## config.mk

```make
export PLATFORM = sky130hd
export DESIGN_NAME = str_arbiter_flat
export DESIGN_NICKNAME = d
export VERILOG_FILES = /design/src/rtl/str_arbiter_pkg.sv /design/src/rtl/str_arbiter_if.sv /design/src/rtl/str_arbiter_rr_arbiter.sv /design/src/rtl/str_arbiter.sv /design/src/flat_wrapper.sv
export SDC_FILE = /design/constraint.sdc
export NUM_CORES = 1
export LEC_CHECK = 0
export ABC_AREA = 1
export CORE_AREA = 2 2 217 219
export CTS_BUF_LIST = sky130_fd_sc_hd__clkbuf_4 sky130_fd_sc_hd__clkbuf_8
export DETAILED_ROUTE_END_ITERATION = 12
export DIE_AREA = 0 0 219 221
export SYNTH_ARGS = -nofsm -noshare
export SYNTH_HDL_FRONTEND = slang
export SYNTH_SLANG_ARGS = --single-unit
```

## constraint.sdc

```tcl
create_clock -name clk -period 5.5 [get_ports clk]
set_input_delay 1.65 -clock clk [delete_from_list [all_inputs] [get_ports clk]]
set_output_delay 1.65 -clock clk [all_outputs]
set_load 0.01 [all_outputs]
```

## src/rtl/str_arbiter_pkg.sv

```systemverilog
//------------------------------------------------------------------------------
// Module : str_arbiter_pkg
// Brief  : Shared types and width helpers for the string stream arbiter.
// Rev    : 1.0
//------------------------------------------------------------------------------
`default_nettype none

package str_arbiter_pkg;

  typedef enum logic [0:0] {
    IDLE = 1'b0,
    SEND = 1'b1
  } state_t;

  typedef byte unsigned char_t;

  function automatic int len_w(input int len);
    return $clog2(len + 1);
  endfunction

  function automatic int idx_w(input int n);
    return (n < 2) ? 1 : $clog2(n);
  endfunction

endpackage

`default_nettype wire

```

## src/rtl/str_arbiter_if.sv

```systemverilog
//------------------------------------------------------------------------------
// Module : str_arbiter_if
// Brief  : Requester-side and character-stream-side bundle of the arbiter.
// Rev    : 1.0
//------------------------------------------------------------------------------
`default_nettype none

interface str_arbiter_if #(
  parameter int N   = 4,
  parameter int LEN = 16
);
  import str_arbiter_pkg::*;

  localparam int LW = len_w(LEN);
  localparam int SW = idx_w(N);

  logic [N-1:0]         req_vld;
  logic [N-1:0]         req_rdy;
  logic [N*8*LEN-1:0]   req_str;
  logic [N*LW-1:0]      req_len;
  logic                 out_vld;
  logic                 out_rdy;
  char_t                out_dat;
  logic                 out_lst;
  logic [SW-1:0]        out_src;

  // master: the arbiter itself, which owns the output stream
  modport master (
    input  req_vld, req_str, req_len, out_rdy,
    output req_rdy, out_vld, out_dat, out_lst, out_src
  );

  modport slave (
    output req_vld, req_str, req_len, out_rdy,
    input  req_rdy, out_vld, out_dat, out_lst, out_src
  );

endinterface

`default_nettype wire

```

## src/rtl/str_arbiter_rr_arbiter.sv

```systemverilog
//------------------------------------------------------------------------------
// Module : rr_arbiter
// Brief  : Generic round-robin arbiter; one-hot grant plus encoded index.
// Rev    : 1.0
//------------------------------------------------------------------------------
`default_nettype none

module rr_arbiter #(
  parameter int N = 4
) (
  input  wire logic                 clk,
  input  wire logic                 rst_n,
  input  wire logic [N-1:0]         i_req,
  input  wire logic                 i_en,
  output logic      [N-1:0]         o_gnt,
  output logic      [$clog2(N)-1:0] o_idx,
  output logic                      o_any
);

  localparam int SW = $clog2(N);

  logic [SW-1:0] r_ptr;
  logic          w_found;
  int            w_j;

  // Search starts at the pointer and wraps, so the last winner gets lowest priority
  always_comb begin
    o_gnt   = '0;
    o_idx   = '0;
    w_found = 1'b0;
    w_j     = 0;
    for (int k = 0; k < N; k++) begin
      w_j = int'(r_ptr) + k;
      if (w_j >= N) w_j = w_j - N;
      if (!w_found && i_req[w_j]) begin
        o_gnt[w_j] = 1'b1;
        o_idx      = SW'(w_j);
        w_found    = 1'b1;
      end
    end
  end

  assign o_any = w_found;

  always_ff @(posedge clk or negedge rst_n) begin
    if (!rst_n) begin
      r_ptr <= '0;
    end else if (i_en && w_found) begin
      r_ptr <= (o_idx == SW'(N - 1)) ? '0 : o_idx + SW'(1);
    end
  end

endmodule

`default_nettype wire

```

## src/rtl/str_arbiter.sv

```systemverilog
//------------------------------------------------------------------------------
// Module : str_arbiter
// Brief  : Round-robin string arbiter serialising whole messages onto one byte
//          stream. Define STR_ARBITER_TERM_EN to append a NUL terminator.
// Rev    : 1.0
//------------------------------------------------------------------------------
`default_nettype none

module str_arbiter
  import str_arbiter_pkg::*;
#(
  parameter int N   = 4,
  parameter int LEN = 16
) (
  input  wire logic     clk,
  input  wire logic     rst_n,
  str_arbiter_if.master bus
);

  localparam int            LW    = len_w(LEN);
  localparam int            SW    = idx_w(N);
  localparam int            SB    = 8 * LEN;
  localparam logic [LW-1:0] C_LEN = LW'(LEN);

  state_t        r_state;
  logic [SB-1:0] r_msg;
  logic [LW-1:0] r_len;
  logic [LW-1:0] r_cnt;
  logic [LW-1:0] r_lst_idx;
  logic          r_out_vld;
  logic          r_out_lst;
  char_t         r_out_dat;
  logic [SW-1:0] r_out_src;

  logic [N-1:0]  w_gnt;
  logic [SW-1:0] w_idx;
  logic          w_any;
  logic          w_take;
  logic [SB-1:0] w_sel_str;
  logic [LW-1:0] w_sel_raw;
  logic [LW-1:0] w_sel_len;
  logic [LW-1:0] w_sel_lst;
  logic          w_sel_emit;
  logic          w_fire;
  logic [LW-1:0] w_cnt_nxt;

  // Positions at or beyond the message length read as NUL (terminator slot)
  function automatic char_t char_at(input logic [SB-1:0] msg,
                                    input logic [LW-1:0] len,
                                    input logic [LW-1:0] idx);
    logic [SB-1:0] sh;
    sh = msg << (8 * idx);
    return (idx >= len) ? 8'h00 : sh[SB-1 -: 8];
  endfunction

  rr_arbiter #(.N(N)) u_rr (
    .clk   (clk),
    .rst_n (rst_n),
    .i_req (bus.req_vld),
    .i_en  (w_take),
    .o_gnt (w_gnt),
    .o_idx (w_idx),
    .o_any (w_any)
  );

  assign w_take      = rst_n && (r_state == IDLE) && w_any;
  assign bus.req_rdy = w_take ? w_gnt : '0;

  assign w_sel_str = bus.req_str[int'(w_idx)*SB +: SB];
  assign w_sel_raw = bus.req_len[int'(w_idx)*LW +: LW];
  assign w_sel_len = (w_sel_raw > C_LEN) ? C_LEN : w_sel_raw;

`ifdef STR_ARBITER_TERM_EN
  assign w_sel_emit = 1'b1;
  assign w_sel_lst  = w_sel_len;
`else
  assign w_sel_emit = (w_sel_len != '0);
  assign w_sel_lst  = w_sel_len - LW'(1);
`endif

  assign w_fire    = (r_state == SEND) && r_out_vld && bus.out_rdy;
  assign w_cnt_nxt = r_cnt + LW'(1);

  always_ff @(posedge clk or negedge rst_n) begin
    if (!rst_n) begin
      r_state   <= IDLE;
      r_msg     <= '0;
      r_len     <= '0;
      r_cnt     <= '0;
      r_lst_idx <= '0;
      r_out_vld <= 1'b0;
      r_out_lst <= 1'b0;
      r_out_dat <= 8'h00;
      r_out_src <= '0;
    end else begin
      case (r_state)
        IDLE: begin
          if (w_take) begin
            r_msg     <= w_sel_str;
            r_len     <= w_sel_len;
            r_lst_idx <= w_sel_lst;
            r_cnt     <= '0;
            r_out_src <= w_idx;
            if (w_sel_emit) begin
              r_state   <= SEND;
              r_out_vld <= 1'b1;
              r_out_dat <= char_at(w_sel_str, w_sel_len, '0);
              r_out_lst <= (w_sel_lst == '0);
            end
          end
        end
        SEND: begin
          if (w_fire) begin
            if (r_cnt == r_lst_idx) begin
              r_state   <= IDLE;
              r_out_vld <= 1'b0;
              r_out_dat <= 8'h00;
              r_out_lst <= 1'b0;
              r_cnt     <= '0;
            end else begin
              r_cnt     <= w_cnt_nxt;
              r_out_dat <= char_at(r_msg, r_len, w_cnt_nxt);
              r_out_lst <= (w_cnt_nxt == r_lst_idx);
            end
          end
        end
        default: r_state <= IDLE;
      endcase
    end
  end

  assign bus.out_vld = r_out_vld;
  assign bus.out_dat = r_out_dat;
  assign bus.out_lst = r_out_lst;
  assign bus.out_src = r_out_src;

endmodule

`default_nettype wire

```

## src/flat_wrapper.sv

```systemverilog
// flat-port wrapper written by rule: the top's interface ports become plain ports
module str_arbiter_flat import str_arbiter_pkg::*;
#(
  parameter int N   = 4,
  parameter int LEN = 16
)
  (clk, rst_n, bus_req_vld, bus_req_str, bus_req_len, bus_out_rdy, bus_req_rdy, bus_out_vld, bus_out_dat, bus_out_lst, bus_out_src);
  str_arbiter_if #(.N(N), .LEN(LEN)) bus_i ();
  input  wire logic clk;
  input  wire logic rst_n;
  input wire logic [$bits(bus_i.req_vld)-1:0] bus_req_vld;
  input wire logic [$bits(bus_i.req_str)-1:0] bus_req_str;
  input wire logic [$bits(bus_i.req_len)-1:0] bus_req_len;
  input wire logic [$bits(bus_i.out_rdy)-1:0] bus_out_rdy;
  output wire logic [$bits(bus_i.req_rdy)-1:0] bus_req_rdy;
  output wire logic [$bits(bus_i.out_vld)-1:0] bus_out_vld;
  output wire logic [$bits(bus_i.out_dat)-1:0] bus_out_dat;
  output wire logic [$bits(bus_i.out_lst)-1:0] bus_out_lst;
  output wire logic [$bits(bus_i.out_src)-1:0] bus_out_src;
  assign bus_i.req_vld = bus_req_vld;
  assign bus_i.req_str = bus_req_str;
  assign bus_i.req_len = bus_req_len;
  assign bus_i.out_rdy = bus_out_rdy;
  assign bus_req_rdy = bus_i.req_rdy;
  assign bus_out_vld = bus_i.out_vld;
  assign bus_out_dat = bus_i.out_dat;
  assign bus_out_lst = bus_i.out_lst;
  assign bus_out_src = bus_i.out_src;
  str_arbiter #(.N(N), .LEN(LEN)) u_core (.clk(clk), .rst_n(rst_n), .bus(bus_i));
endmodule
```

==> run_results.csv, run 1 <==
group,metric,value,unit
status,outcome,"completed",
critical_path,crit_arrival,3750,ps
grt,antenna_found_initial,1,
floorplan,ios,555,
detailed_routing,vias,13600,
critical_path,crit_path_start,"bus_req_vld[3]",
synthesis,synth_xor_area_share,0.761,%
placement,gp_congestion,0.904,
clock_tree,cts.sinks,158,
detailed_routing,dr.pass1.iters,5,
sta,fin_crit_sh,98.2,%
placement,hpwl,43400,um
clock_tree,cts_buffer_depth,2,
sta,final.setup.tns,0,ps
grt,overflow,0,
detailed_routing,wire_per_inst,20.6,um
synthesis,synth.mux.area_fraction,1.83,%
clock_tree,postCtsSetupBuffers,0,
detailed_routing,totalWireLength,56300,um
sta,worst_slack,101,ps
synthesis,ys_types,39,
synthesis,synth_largest_area_cell,"dfrtp_1",
floorplan,core.rowCount,79,
critical_path,r2r_slack,1500,ps
hold_path,hold_class,"reg2reg",
sta,worstMarginPinSlew,1320,ps
synthesis,synth_top_family_by_area,"compound AO/OA/AOI/OAI gates",
pwr,total_leakage_power,7.38,nW
hold_path,hold_start,"u_core.r_msg[125]$_DFFE_PN0P_",
grt,grt_pass1_wl,83300,um
placement,pre_cts_ws,94.8,ps
sta,setup_viol,0,
critical_path,reg2reg_depth,23,
synthesis,synth_seq_area_share,34.4,%
critical_path,regToRegStartpoint,"u_core.u_rr.r_ptr[0]$_DFFE_PN0P_",
clock_tree,cts.htree.levels,4,
clock_tree,clockRootBuffer,"clkbuf_8",
grt,grt_max_degree,219,
hold_path,hold_depth,2,
sta,clock.fmax,185,MHz
floorplan,start_util,25.0,%
synthesis,yosysTopAreaCellShare,34.4,%
synthesis,synth.ff_latch_count,158,
floorplan,die_w,219,um
sta,rsz0062_at_grt,"no",
detailed_routing,vias_per_cell,4.98,
sta,fin_crit,5400,ps
clock_tree,clk_latency,490,ps
final_layout,syn_to_final_growth,55.8,%
synthesis,synthAdderAreaFrac,1.41,%
critical_path,cp_data_required_time,3850,ps
final_layout,drive_gt1_share,4.28,%
synthesis,yosys.area_share.simple,23.9,%
clock_tree,cts.clk_slew.worst_paths,80,ps
pwr,vdd_drop_max,0.000706,V
sta,max_slew_margin,12.0,%
placement,io_buffers,554,
floorplan,design.core.area,46100,um2
critical_path,critPathKind,"in2out",
pwr,finalPower,11.3,mW
synthesis,yosys-top-cells-area,"dfrtp_1 34%, o21ai_0 13%, nor2_1 10%, nand2_1 7.5%, o21a_1 4.4%",
flow_run,drv_cap,0,
sta,slew_violations,0,
synthesis,synthesis.instances,1651,
critical_path,end_kind,"output port",
final_layout,nets,2665,
pwr,pwr_density_cell,629,nW/um2
grt,grtUsageTotal,22.8,%
detailed_routing,drt_iter0_markers,1026,
clock_tree,cts-resized-gates,0,
clock_tree,cts_buffers,17,
hold_path,holdPathEnd,"u_core.r_msg[125]$_DFFE_PN0P_",
detailed_routing,ant_nets,0,
clock_tree,hold_buffers,0,
synthesis,synth_area_per_cell,6.97,um2
detailed_routing,drc,0,
clock_tree,cts_tree,"yes",
grt,grt_pass1_vias,13600,
synthesis,yosysWarnings,0,
floorplan,dieArea,48400,um2
synthesis,synthesis.nets,2203,
critical_path,r2r-end,"u_core.bus.out_dat[4]$_DFFE_PN0P_",
sta,hold_viol,0,
sta,clock-skew-final,15.0,ps
critical_path,worstPathMaxFanout,7,
synthesis,synth_compound_area_share,30.8,%
synthesis,syn_area,11500,um2
critical_path,cp-start-kind,"input port",
floorplan,die_height,221,um
==> through the flow <==
step | hold slack, ps | instances | util [%] | cell area, um2
after floorplan | 444 | 1651 | - | 11500
after global placement | 470 | 2701 | 38.1 | 17600
after detailed placement | 469 | 2701 | 38.1 | 17600
after CTS | 489 | 2733 | 38.9 | 17900
after global routing | 519 | 2733 | 38.9 | 17900
final | 491 | 2734 | 38.9 | 17900
==> state kept, by name, summed over array words and instances (netlist names) <==
register            cells
u_core.bus.out_dat      8
u_core.bus.out_lst      1
u_core.bus.out_src      2
u_core.bus.out_vld      1
u_core.r_cnt            5
u_core.r_len            5
u_core.r_lst_idx        5
u_core.r_msg          128
u_core.r_state          1
u_core.u_rr.r_ptr       2
==> synth_stat cells, drive strengths merged <==
library cell and instances:
nand4 16, o21a 68, inv 69, nand2 244, a21boi 1, o221ai 50, o21bai 33, clkinv 3
mux2i 21, xnor2 3, a21oi 33, a31oi 35, a22oi 11, nor2 316, ha 13, dfrtp 158
nand3 84, clkbuf 103, buf 28, a2111oi 2, o22ai 2, nor3 2, xor2 7, o211ai 37
nand3b 1, o21ai 311
==> critical path, stage by stage <==
cell and delay [ps]:
clkdlybuf4s50_1 440, inv_1 70, nand2_1 90, nand3_2 150
nand2_4 110, nor2_8 160, nand2_2 90, o22ai_1 120
a21oi_1 80, o21ai_1 110, nand2_1 90, inv_1 60
clkdlybuf4s50_1 520
==> cells in the final DEF (no fill, tap or decap), types with 4 or more instances in the layout <==
master and n:
clkbuf_8 18, dfrtp_1 157, o221ai_1 50, o21a_1 68, mux2i_1 21, o21bai_1 33, inv_2 4, ha_1 12
buf_12 5, nand2_2 11, a21oi_1 32, nand2_4 4, o21ai_0 300, nand4_1 16, a22oi_1 11, nand2_1 229
nor2_1 312, buf_4 15, a31oi_1 35, xor2_1 6, clkinv_2 5, inv_1 64, nand3_1 78, clkbuf_4 4
clkdlybuf4s50_1 553, o21ai_1 10, o211ai_1 37
==> routing by layer <==
layer	vias up	track usage, %	share of wire, %
li1	6647	-	-
met1	6436	29.1	43
met2	482	40.1	50
met3	52	4.29	5.9
met4	2	4.10	1.4
met5	-	0	0.023
==> layout make-up <==
cell class                 instances  area [um2]
sequential                       158        3960
timing repair buffer             574        5760
clock inverter                    11        95.1
fill                            4873       28100
inverter                          72         278
clock buffer                      21         264
multi-input combinational       1290        6810
antenna                            1        2.50
tap                              607         759
==> where the power goes <==
| group | total (mW) | switching (mW) | internal (mW) |
|---|---|---|---|
| sequential | 2.20 | 0.463 | 1.74 |
| clock | 0.835 | 0.461 | 0.373 |
| combinational | 8.24 | 5.51 | 2.72 |
==> cells by family after synthesis <==
group / Yosys count
adder cells (fa/ha/maj): 13
AO/OA/AOI/OAI: 583
multiplexers: 21
flip-flops: 158
buffers and inverters: 203
XOR/XNOR: 10
AND/OR/NAND/NOR: 663
==> how the worst max path moves through the flow <==
stage | endpoint | slack (ps) | cells past startpoint
2_1_floorplan | bus_req_rdy[1] | 410 | 12
3_3_place_gp | bus_req_rdy[3] | 200 | 13
3_5_place_dp | bus_req_rdy[3] | 90 | 13
4_1_cts | bus_req_rdy[3] | 90 | 13
5_1_grt | bus_req_rdy[3] | 10 | 13
6_report | bus_req_rdy[3] | 100 | 13
No activity file was read; power rests on OpenSTA's default activity.
==> run 2, diff against run 1 <==
Settings changed: CELL_PAD_IN_SITES_DETAIL_PLACEMENT set to 2, CELL_PAD_IN_SITES_GLOBAL_PLACEMENT set to 2, CORE_AREA 2 2 217 219 to unset, CORE_ASPECT_RATIO set to 0.7, CORE_UTILIZATION set to 22, DIE_AREA 0 0 219 221 to unset, HOLD_SLACK_MARGIN set to 0.12, PLACE_DENSITY_LB_ADDON set to 0.1.
==> run 2 against run 1 <==
  * Final cell count up 2.5%
  * Critical path type unchanged
  * Largest power group unchanged
  * First-iteration DRC count shrank 19%
  * Critical path depth decreased by 2
  * Sequential power increased by 5%
  * Utilization fell by 3.5 points
  * Total power up 5.6%
  * Final area up 1.1%
  * Clock power grew 22%
  * Wire length increased by 15%
  * Register-to-register slack worse by 100 ps
  * Critical endpoint is now bus_req_rdy[1]
  * Via count is 2.4% higher
  * Global-route usage increased by 1.3 points
==> run_results.csv, run 2 (synthesis gave the netlist of run 1 again) <==
group,metric,value,unit
status,outcome,"completed",
placement,placed_area,17700,um2
pwr,vdd_drop_max,0.000865,V
grt,grt_pass1_wl,96400,um
critical_path,end_kind,"output port",
floorplan,ios,555,
critical_path,cp-start-kind,"input port",
grt,grtUsageTotal,24.1,%
detailed_routing,vias_per_cell,4.98,
critical_path,worstPathMaxFanout,7,
final_layout,final_cell_mix,"553 x clkdlybuf4s50_1, 312 x nor2_1, 300 x o21ai_0",
pwr,pwr_density_cell,657,nW/um2
clock_tree,cts.clk_slew.worst_paths,100,ps
sta,slew_violations,0,
final_layout,final-seq-area,3960,um2
clock_tree,clk_latency,490,ps
floorplan,die_w,275,um
detailed_routing,drt_iter0_markers,826,
critical_path,cp_num_buf_inv,4,
clock_tree,cts_buffer_depth,2,
detailed_routing,dr.pass1.iters,7,
detailed_routing,wire_per_inst,23.2,um
critical_path,cp_data_required_time,3850,ps
sta,setup_viol,0,
detailed_routing,drc,0,
critical_path,path_cells,"clkdlybuf4s50_1 -> inv_1 -> nand2_1 -> nand3_2 -> nand2_4 -> nor2_1 -> a22oi_1 -> o21ai_0 -> o21ai_1 -> inv_1 -> clkdlybuf4s50_1",
detailed_routing,vias,14000,
floorplan,start_util,22.5,%
flow_run,drv_cap,0,
final_layout,finish.utilization,35.4,%
placement,gp_congestion,0.839,
sta,clock-skew-final,13.7,ps
pwr,total_leakage_power,7.42,nW
clock_tree,cts_buffers,17,
sta,clock.fmax,185,MHz
clock_tree,clockRootBuffer,"clkbuf_8",
floorplan,core.rowCount,69,
floorplan,design.core.area,51200,um2
grt,overflow,0,
final_layout,drive_gt1_share,4.28,%
final_layout,largest_register,"u_core.r_msg",
sta,hold_slack,493,ps
sta,worstMarginPinSlew,993,ps
final_layout,layout_commonest_cell,"clkdlybuf4s50_1",
sta,fin_crit_sh,98.1,%
hold_path,hold_class,"reg2reg",
sta,rsz0062_at_grt,"yes",
sta,max_slew_margin,33.7,%
floorplan,dieArea,53200,um2
critical_path,crit_family,"buffers and inverters",
grt,grt_pass1_vias,15300,
final_layout,nFillCells,5865,
critical_path,crit_arrival,3740,ps
sta,fin_crit,5390,ps
final_layout,syn_to_final_growth,57.6,%
clock_tree,cts_tree,"yes",
placement,hpwl,50600,um
placement,io_buffers,554,
grt,grt_max_degree,135,
final_layout,nets,2666,
floorplan,die_height,193,um
critical_path,critPathKind,"in2out",
critical_path,cpMaxStageDelayCell,"clkdlybuf4s50_1",
detailed_routing,totalWireLength,65000,um
critical_path,r2r_slack,1400,ps
detailed_routing,ant_nets,0,
clock_tree,cts.sinks,158,
final_layout,largest_register_ff_count,128,
grt,antenna_found_initial,9,
final_layout,multiInputGateArea,6820,um2
sta,hold_viol,0,
clock_tree,hold_buffers,0,
final_layout,final_area,18100,um2
clock_tree,cts.htree.levels,4,
critical_path,slowest_delay,500,ps
==> run 2: cell count changes in the layout (fill, tap and decap cells not counted), sizes merged <==
cell / previous run / this run
clkinv: 9 / 2
inv: 70 / 74
bufinv: 1 / 4
clkbuf: 22 / 20
buf: 20 / 21
clkinvlp: 3 / 4
diode: 1 / 2
==> run 2: layout make-up <==
cell class / instances / share of cell area, %
multi-input cells: 1290 / 37.6
repair buffers: 575 / 32.0
flip-flops and latches: 158 / 21.8
well taps: 674 / 4.65
inverters: 72 / 1.53
clock buffers: 19 / 1.37
clock inverters: 12 / 1.02
diodes: 2 / 0.0276
==> run 2: worst min-delay path, stage by stage (launching register included) <==
cell and delay, ps:
dfrtp_1 360, nand2_1 60, nand2_1 50
==> run 2: layer usage <==
metal,share of wire (%),up-vias,GRT usage (%)
met4,1.1,2,4.42
met2,48,340,40.3
met5,0.020,-,0
li1,-,6640,-
met3,4.7,36,4.03
met1,46,6934,32.5
==> run 2: what timing repair did <==
item	4_1_cts	5_1_grt
endpoints found under the setup margin	0	4
buffers inserted	0	0
gates resized for setup	0	4
==> run 2: worst paths after layout <==
check	startpoint	endpoint	cells past startpoint
max in group asynchronous	rst_n	u_core.r_cnt[0]$_DFFE_PN0P_	3
min reg2reg	u_core.bus.out_dat[7]$_DFFE_PN0P_	u_core.bus.out_dat[7]$_DFFE_PN0P_	2
min	u_core.bus.out_dat[7]$_DFFE_PN0P_	u_core.bus.out_dat[7]$_DFFE_PN0P_	2
min in group asynchronous	rst_n	u_core.r_len[2]$_DFFE_PN0P_	1
max	bus_req_vld[3]	bus_req_rdy[1]	11
max reg2reg	u_core.u_rr.r_ptr[0]$_DFFE_PN0P_	u_core.bus.out_dat[4]$_DFFE_PN0P_	21
==> run 2: through the flow <==
stage / power (mW) / setup slack [ps] / cells / TNS (ps)
2_1_floorplan: 7.65 / 414 / 1651 / 0
3_3_place_gp: 10.7 / 159 / 2769 / 0
3_5_place_dp: 11.0 / 12.7 / 2769 / 0
4_1_cts: 12.1 / 6.26 / 2800 / 0
5_1_grt: 13.0 / -24.2 / 2802 / -24.2
6_report: 11.9 / 106 / 2802 / 0
==> run 2: power breakdown <==
| part | internal, mW | leakage, nW | total (mW) | switching (mW) |
|---|---|---|---|---|
| logic | 2.79 | 5.30 | 8.59 | 5.79 |
| clock network | 0.508 | 0.207 | 1.02 | 0.513 |
| registers | 1.74 | 1.91 | 2.30 | 0.561 |
| total | 5.04 | 7.42 | 11.9 | 6.87 |
